$ cat config.mk
export PLATFORM = sky130hd
export DESIGN_NAME = pgm_ram_arbiter
export DESIGN_NICKNAME = d
export VERILOG_FILES = /design/src/rtl/pgm_ram_arbiter.sv
export SDC_FILE = /design/constraint.sdc
export NUM_CORES = 1
export LEC_CHECK = 0
export BUFFER_PORTS_ARGS = -buffer_cell sky130_fd_sc_hd__buf_2
export CAP_MARGIN = 20
export CORE_ASPECT_RATIO = 1.5
export CORE_MARGIN = 2
export CORE_UTILIZATION = 40
export CTS_CLUSTER_SIZE = 20
export DETAILED_ROUTE_END_ITERATION = 7
export PLACE_DENSITY_LB_ADDON = 0.12
export RECOVER_POWER = 100
export SLEW_MARGIN = 40
export SYNTH_ARGS = -nofsm -noshare
export SYNTH_HDL_FRONTEND = slang
export SYNTH_SLANG_ARGS = --single-unit
$ cat constraint.sdc
create_clock -name clk -period 4.9 [get_ports clk]
set_input_delay 0.49 -clock clk [delete_from_list [all_inputs] [get_ports clk]]
set_output_delay 0.49 -clock clk [all_outputs]
set_load 0.01 [all_outputs]
$ cat src/rtl/pgm_ram_arbiter.sv
`default_nettype none
// ============================================================================
//  Module      : pgm_ram_arbiter
//  Description : 16x8 program RAM shared by bulk clear, matrix scan reads,
//                CPU fetch and the bit-level button editor on a single port.
//  Revision    : 1.0 - initial release
// ============================================================================
module pgm_ram_arbiter #(
    parameter int ADDR_W = 4,
    parameter int DATA_W = 8,
    parameter int BIT_W  = 3
) (
    input  logic              clk,
    input  logic              rst,
    input  logic              clr_req,
    output logic              clr_ack,
    input  logic              disp_req,
    input  logic [ADDR_W-1:0] disp_addr,
    output logic              disp_ack,
    input  logic              cpu_req,
    input  logic [ADDR_W-1:0] cpu_addr,
    output logic              cpu_ack,
    input  logic              edit_req,
    input  logic [ADDR_W-1:0] edit_addr,
    input  logic [BIT_W-1:0]  edit_bit,
    input  logic              edit_val,
    output logic              edit_ack,
    output logic [DATA_W-1:0] rd_data,
    output logic              busy
);

    localparam int DEPTH = 2 ** ADDR_W;
    localparam logic [ADDR_W:0] c_CNT_DONE = (ADDR_W + 1)'(DEPTH);

    localparam logic [1:0] c_SRC_CLR  = 2'd0;
    localparam logic [1:0] c_SRC_DISP = 2'd1;
    localparam logic [1:0] c_SRC_CPU  = 2'd2;
    localparam logic [1:0] c_SRC_EDIT = 2'd3;

    typedef enum logic [1:0] {
        ST_IDLE   = 2'd0,
        ST_RD_ACK = 2'd1,
        ST_MODIFY = 2'd2,
        ST_CLEAR  = 2'd3
    } state_t;

    state_t r_state;
    state_t w_state_nxt;

    logic [DATA_W-1:0] r_mem [DEPTH];

    logic [1:0]        r_src;
    logic [ADDR_W-1:0] r_addr;
    logic [BIT_W-1:0]  r_bit;
    logic              r_val;
    logic [DATA_W-1:0] r_rd_q;
    logic [DATA_W-1:0] r_rd_data;
    logic [ADDR_W:0]   r_cnt;
    logic              r_rr_last_edit;
    logic              r_disp_block;

    logic              w_grant_vld;
    logic [1:0]        w_grant_src;
    logic [ADDR_W-1:0] w_grant_addr;
    logic [DATA_W-1:0] w_modified;

    // Arbitration: clear first, then scanner unless it already had its turn
    // while cpu/edit wait, then cpu/edit alternating on ties.
    always_comb begin
        w_grant_vld  = 1'b0;
        w_grant_src  = c_SRC_CLR;
        w_grant_addr = '0;
        if (clr_req) begin
            w_grant_vld = 1'b1;
            w_grant_src = c_SRC_CLR;
        end else if (disp_req && !(r_disp_block && (cpu_req || edit_req))) begin
            w_grant_vld  = 1'b1;
            w_grant_src  = c_SRC_DISP;
            w_grant_addr = disp_addr;
        end else if (cpu_req && (!edit_req || r_rr_last_edit)) begin
            w_grant_vld  = 1'b1;
            w_grant_src  = c_SRC_CPU;
            w_grant_addr = cpu_addr;
        end else if (edit_req) begin
            w_grant_vld  = 1'b1;
            w_grant_src  = c_SRC_EDIT;
            w_grant_addr = edit_addr;
        end
    end

    always_comb begin
        w_modified        = r_rd_q;
        w_modified[r_bit] = r_val;
    end

    always_ff @(posedge clk) begin
        if (rst) begin
            r_state <= ST_IDLE;
        end else begin
            r_state <= w_state_nxt;
        end
    end

    // Acks are masked while rst is high so an abandoned transaction never
    // reports completion.
    always_comb begin
        w_state_nxt = r_state;
        clr_ack     = 1'b0;
        disp_ack    = 1'b0;
        cpu_ack     = 1'b0;
        edit_ack    = 1'b0;
        busy        = (r_state != ST_IDLE);
        case (r_state)
            ST_IDLE: begin
                if (w_grant_vld) begin
                    case (w_grant_src)
                        c_SRC_CLR:  w_state_nxt = ST_CLEAR;
                        c_SRC_EDIT: w_state_nxt = ST_MODIFY;
                        default:    w_state_nxt = ST_RD_ACK;
                    endcase
                end
            end
            ST_RD_ACK: begin
                disp_ack    = (r_src == c_SRC_DISP) && !rst;
                cpu_ack     = (r_src == c_SRC_CPU) && !rst;
                w_state_nxt = ST_IDLE;
            end
            ST_MODIFY: begin
                edit_ack    = !rst;
                w_state_nxt = ST_IDLE;
            end
            ST_CLEAR: begin
                if (r_cnt == c_CNT_DONE) begin
                    clr_ack     = !rst;
                    w_state_nxt = ST_IDLE;
                end
            end
            default: w_state_nxt = ST_IDLE;
        endcase
    end

    // Read data is loaded at grant so it is already valid during the ack pulse.
    always_ff @(posedge clk) begin
        if (rst) begin
            r_src          <= c_SRC_CLR;
            r_addr         <= '0;
            r_bit          <= '0;
            r_val          <= 1'b0;
            r_rd_q         <= '0;
            r_rd_data      <= '0;
            r_cnt          <= '0;
            r_rr_last_edit <= 1'b1;
            r_disp_block   <= 1'b0;
        end else begin
            case (r_state)
                ST_IDLE: begin
                    if (w_grant_vld) begin
                        r_src  <= w_grant_src;
                        r_addr <= w_grant_addr;
                        r_bit  <= edit_bit;
                        r_val  <= edit_val;
                        r_rd_q <= r_mem[w_grant_addr];
                        r_cnt  <= '0;
                        case (w_grant_src)
                            c_SRC_DISP: begin
                                r_rd_data    <= r_mem[w_grant_addr];
                                r_disp_block <= 1'b1;
                            end
                            c_SRC_CPU: begin
                                r_rd_data      <= r_mem[w_grant_addr];
                                r_disp_block   <= 1'b0;
                                r_rr_last_edit <= 1'b0;
                            end
                            c_SRC_EDIT: begin
                                r_disp_block   <= 1'b0;
                                r_rr_last_edit <= 1'b1;
                            end
                            default: ;
                        endcase
                    end
                end
                ST_CLEAR: r_cnt <= r_cnt + 1'b1;
                default: ;
            endcase
        end
    end

    // RAM contents survive reset; only an in-flight write is suppressed.
    always_ff @(posedge clk) begin
        if (!rst) begin
            if (r_state == ST_MODIFY) begin
                r_mem[r_addr] <= w_modified;
            end else if (r_state == ST_CLEAR && !r_cnt[ADDR_W]) begin
                r_mem[r_cnt[ADDR_W-1:0]] <= '0;
            end
        end
    end

    assign rd_data = r_rd_data;

endmodule
`default_nettype wire

Yosys cells after proc, flatten, opt, wreduce, memory -nomap -nowiden
Memories as Yosys holds them, arrays and structs flattened.
Index checks and enable logic that the tools add are counted.
{"block": "word_totals", "reg_bits": 35, "latch_bits": 0, "ram_bits": 128, "romBits": 0, "input_bits": 22, "out_inout_bits": 13, "elab_cells": 92, "n_memories": 1}
{"memory": "r_mem", "depth": 16, "width": 8, "rd": 1, "rd_clocked_by_memory_dff": 0, "wr": 1, "line": "50", "rtl": "logic [DATA_W-1:0] r_mem [DEPTH];"}
{"block": "op_classes", "add_sub_neg": 1, "mul": 0, "div": 0, "order_cmp": 2, "eq_ne": 11, "shifts": 0, "muxes": 38, "bitwise": 0, "n_reduce_logical": 29}
{"cell": "4-bit two-way mux", "n": 5}
{"cell": "1-bit two-way mux", "n": 18}
{"cell": "2-bit two-way mux", "n": 6}
{"cell": "2-bit == test (second input constant)", "n": 5}
{"cell": "5-bit case mux with 2 select lines", "n": 1}
{"cell": "3-bit AND reduction", "n": 3}
{"cell": "8-bit bitwise mux", "n": 1}
{"cell": "8-bit two-way mux", "n": 1}
{"cell": "2-bit nonzero test", "n": 4}
{"cell": "8-bit OR reduction", "n": 1}
{"cell": "1-bit logical AND", "n": 7}
{"cell": "2-bit by 1-bit == test with 1-bit output (second input constant)", "n": 3}
{"cell": "2-bit case mux with 3 select lines", "n": 1}
{"cell": "2-bit AND reduction", "n": 3}
{"cell": "2-bit OR reduction", "n": 3}
{"cell": "5-bit by 1-bit adder with 5-bit output (second input constant)", "n": 1}
{"cell": "5-bit == test (second input constant)", "n": 1}
{"cell": "5-bit two-way mux", "n": 1}
{"cell": "1-bit logical NOT", "n": 4}
{"cell": "2-bit logical NOT", "n": 2}
{"cell": "3-bit by 4-bit < comparator with 1-bit output (second input constant)", "n": 1}
{"cell": "2-bit inequality test (second input constant)", "n": 2}
{"cell": "1-bit case mux with 2 select lines", "n": 2}
{"cell": "2-bit case mux with 2 select lines", "n": 1}
{"cell": "other kinds (3)", "n": 4}

Longest topological paths before layout
{"block": "depth", "ltp_word": 10, "depth_mapped": 13}

Worst setup path before layout
Ideal clock, no wire load.
{"block": "synth_timing", "path_kind": "input to register", "start": "in cpu_req", "end": "reg r_rd_data[5], in the netlist rd_data[5]", "arrival_ns": 2.332, "required_time_ns": 4.814, "slack_ns": 2.482, "cell_stages": 13, "cell_sequence": "buf_6 o21ai_2 and2_1 buf_6 nor2_1 nor2_1 inv_1 ha_1 and2_1 buf_1 buf_2 nor2_1 a211oi_1"}
{"block": "synth_via", "elab_chain_cells": 9, "elab_cells_between_ends": 19}
{"element": "start, declared", "line": "20", "rtl": "input logic cpu_req,"}
{"element": "1-bit logical OR", "line": "76", "rtl": "end else if (disp_req && !(r_disp_block && (cpu_req || edit_req))) begin"}
{"element": "1-bit logical AND", "line": "76"}
{"element": "1-bit logical NOT", "line": "76"}
{"element": "1-bit logical AND", "line": "76"}
{"element": "2-bit two-way mux (*)", "line": "76"}
{"element": "2-bit two-way mux (*)", "line": "73", "rtl": "if (clr_req) begin"}
{"element": "via w_grant_src[0]", "line": "63", "rtl": "logic [1:0] w_grant_src;"}
{"element": "2-bit == test or 2-bit by 1-bit == test with 1-bit output (tied branches)", "line": "164", "rtl": "case (w_grant_src)"}
{"element": "2-bit OR reduction (no source line) (*)"}
{"element": "3-bit AND reduction (no source line) (*)"}
{"element": "end signal, assigned", "line": "166", "rtl": "r_rd_data <= r_mem[w_grant_addr];"}
{"element": "end signal, assigned", "line": "170", "rtl": "r_rd_data <= r_mem[w_grant_addr];"}
{"element": "end, declared", "line": "57", "rtl": "logic [DATA_W-1:0] r_rd_data;"}
Mark *: on every way through the listed nets, which the timed path passes. The rest lies on a longest branch.
A chain may end at the register's enable or synchronous reset.

Final worst setup path
{"block": "layout_timing", "start": "in cpu_req", "end": "reg r_rd_data[0], in the netlist rd_data[0]"}
{"block": "layout_via", "elab_chain_cells": 9, "elab_cells_between_ends": 19}
{"element": "parallel branches: the longest is 9 deep, another holds memory 16 x 8 bit"}
Parallel ways; which one is timed is not known.

==> summary.md <==
| Metric | Value |
|---|---|
| Drc violations | 0 |
| Final Cycle Share | 0.775 |
| Type of the most critical hold path | input pin to flop |
| Initial Utilization | 0.403 |
| CP Capture Type | flop |
| Layout cell share with drive strength beyond 1 | 0.135 |
| 1st-iter DRT viols | 276 |
| Fin crit period | 3.80 ns |
| Synth Instances | 538 |
| Setup CP Type | input pin to flop |
| P_sw | 867 µW |
| Max Clock Freq | 263 MHz |
| Place WS | 1.29 ns |
| Worst rel slew slack | -0.348 |
| Synth Area in Compound Gates | 0.114 |
| Post-synthesis adder-cell area fraction | 0.00872 |
| Vias | 4468 |
| Placer Congestion | 0.803 |
| Pins Over Slew Limit | 40 |
| CTS tree | built |
| Worst hold slack | 0.304 ns |
| CTS H-tree depth | 4 |
| Drt wl/cell | 22.4 µm |
| Combinational family with the most area after synthesis | compound AO/OA/AOI/OAI gates |
| RSZ-0062 raised after global routing | no |
| Clk pwr share | 0.392 |
| Num ports | 35 |
| Post-synth cell types | 57 |
| Largest cells by area after synthesis | edfxtp_1 (54%), dfxtp_1 (9.8%), mux2i_1 (9.5%) |
| CP Max Fanout | 25 |
| Mapped Avg Cell Area | 13.3 µm² |
| Logic pwr share | 0.128 |
| Die ar. | 0.0190 mm² |
| Syn nets | 565 |
| Post-synth EDFFs | 128 |
| DRT Pass-1 Iters | 4 |
| Setup Buffers After CTS | 0 |
| P per Cell Area | 430 mW/mm² |
| Row count | 60 |
| Final Power | 3.43 mW |
| Layout Nets | 591 |
| P_int | 2.57 mW |
| Worst setup SP type | input pin |
| Top_reg_cell synth | edfxtp_1 |
| Post-Synthesis Cell Area | 0.00718 mm² |
| Chip Width | 113 µm |
| Max Buffers Root-to-Sink | 2 |
| Yosys warnings | 0 |
| Via density per instance | 5.63 |
| Largest net degree at the start of global routing | 40 |
| Synth-to-layout area growth | 11.4% |
| Top-area cell type share of the netlist area | 0.536 |
| Die height | 168 µm |
| Measured slew at the worst slew-check pin | 2.02 ns |
| CTS clk-pin slew, worst paths | 0.06 ns |
| Share of power burned in registers | 0.479 |
| Pleak | 2.96 nW |
| Global Route Usage Sum | 0.194 |
| N_diodes | 0 |
| CTS root buf | clkbuf_16 |
| Max cap viols | 1 |
| Clock Skew | 0.00877 ns |
| Violated checks | capacitance limit, slew limit |
| Setup ws final | 1.10 ns |
| Global-route wire length before repair | 27.2 mm |
| Peak VDD IR | 231 µV |
| Sw frac | 0.253 |
| Global route overflow | 0 |
| Seq/Total Area, Yosys | 0.633 |
| Hpwl dp | 12.0 mm |
| Yosys top cell by area | edfxtp_1 |
| Clock Latency Late Sink | 0.42 ns |
| Inserted Clock Buffers | 17 |
| Synth Area in XOR/XNOR | 0 |
| Post-layout util | 0.449 |
| Routed wire length | 17.8 mm |
| Initial antenna violation count | 0 |
| Status | complete, but fails checks |
| Hold buffers post-CTS | 0 |
| Post-synthesis mux area share | 0.107 |
| Register bit total from synthesis | 163 |
| CP arrival | 3.99 ns |
| Final setup violation count | 0 |
| Sink Count | 163 |
| Post-synth ARST share | 0 |
| Simple-gate share of the synthesized area | 0.102 |
| Vias in the first global route | 4557 |
| Number of port buffers | 34 |
| Core Area | 0.0178 mm² |
| Antenna viol nets, final | 0 |
| Setup TNS | 0 ns |
| Required time worst endpoint | 5.10 ns |
| Final hold viol count | 0 |
| Cts repair resizes | 0 |
cell usage after synthesis (all sizes together), types with 2 or more instances:
master	n
edfxtp	128
mux2i	68
nor2	59
dfxtp	35
nand2	32
o22ai	29
a21oi	18
a211oi	16
buf	16
clkbuf	15
inv	13
nor4	10
a31oi	8
nor3	8
nor3b	7
o21ai	7
a22oi	6
nand3	6
nor2b	6
ha	5
a32oi	4
and2	4
mux2	4
o41ai	3
a32o	2
a41o	2
and3	2
mux4	2
nand2b	2
nand3b	2
nand4	2
o31ai	2
or2	2
or3	2
cell families (layout without fill, tap and decap cells):
| group | Yosys count | after routing |
|---|---|---|
| AO/OA/AOI/OAI | 106 | 106 |
| buffers and inverters | 44 | 83 |
| flip-flops | 163 | 163 |
| AND/OR/NAND/NOR | 146 | 146 |
| multiplexers | 74 | 74 |
| adder cells (fa/ha/maj) | 5 | 5 |
power by group through the flow:
stage / Combinational [mW] / Clock [mW] / Sequential (mW)
3_5_place_dp: 0.469 / 0 / 1.67
6_report: 0.441 / 1.35 / 1.65
2_1_floorplan: 0.338 / 0 / 1.65
4_1_cts: 0.471 / 1.37 / 1.64
3_3_place_gp: 0.448 / 0 / 1.67
5_1_grt: 0.492 / 1.42 / 1.65
per-stage QoR:
step           area (µm²)  instances
2_1_floorplan        7180        538
3_3_place_gp         7460        762
3_5_place_dp         7520        762
4_1_cts              8120        794
5_1_grt              7990        794
6_report             7990        794
flip-flops by register name, summed over array words and instances, names as in the netlist:
signal	flops
r_addr	4
r_bit	3
r_cnt	5
r_disp_block	1
r_mem	128
r_rd_q	8
r_rr_last_edit	1
r_src	2
r_state	2
r_val	1
rd_data	8
layer usage:
metal / global-route usage / vias to the layer above / part of all wire
met4: 0.0748 / 0 / 0.026
met1: 0.225 / 2239 / 0.39
met2: 0.357 / 97 / 0.55
met5: 0 / - / 0
li1: - / 2107 / -
met3: 0.0284 / 25 / 0.037
layout make-up:
cell class / count / area (µm²)
fillers: 1675 / 9800
flip-flops and latches: 163 / 4540
multi-input cells: 331 / 2350
clock buffers: 22 / 464
well taps: 217 / 272
repair buffers: 38 / 179
clock inverters: 10 / 134
inverters: 13 / 48.8
worst max-delay path, cell delays in order:
cell,delay (ns)
clkbuf_1,0.36
o21ai_2,0.22
and2_0,0.45
o21ai_4,0.74
buf_4,0.54
mux2i_1,0.24
o22ai_1,0.14
nor4_1,0.60
a211oi_1,0.18
cells in the final DEF, fill, tap and decap left out, drive strengths merged, types with 3 or more instances in the layout:
master / Yosys / final
nor2: 59 / 59
a32oi: 4 / 4
nor3: 8 / 8
a211oi: 16 / 16
nor3b: 7 / 7
ha: 5 / 5
a31oi: 8 / 8
a22oi: 6 / 6
o22ai: 29 / 29
clkinv: 0 / 5
o41ai: 3 / 3
clkbuf: 15 / 37
mux2i: 68 / 68
o21ai: 7 / 7
bufinv: 0 / 3
edfxtp: 128 / 128
nand2: 32 / 32
dfxtp: 35 / 35
buf: 16 / 23
mux2: 4 / 4
nor2b: 6 / 6
a21oi: 18 / 18
nand3: 6 / 6
inv: 13 / 13
and2: 4 / 4
nor4: 10 / 10
path summary, 6_finish.rpt:
kind	end	from	depth (start not counted)	slack, ns
min reg2reg	r_src[0]	r_src[0]	2	0.49
max	rd_data[0]	cpu_req	9	1.10
max reg2reg	rd_data[0]	r_disp_block	8	1.24
min	r_bit[0]	edit_bit[0]	3	0.30
Note: power is estimated with default switching activity, not from simulation.
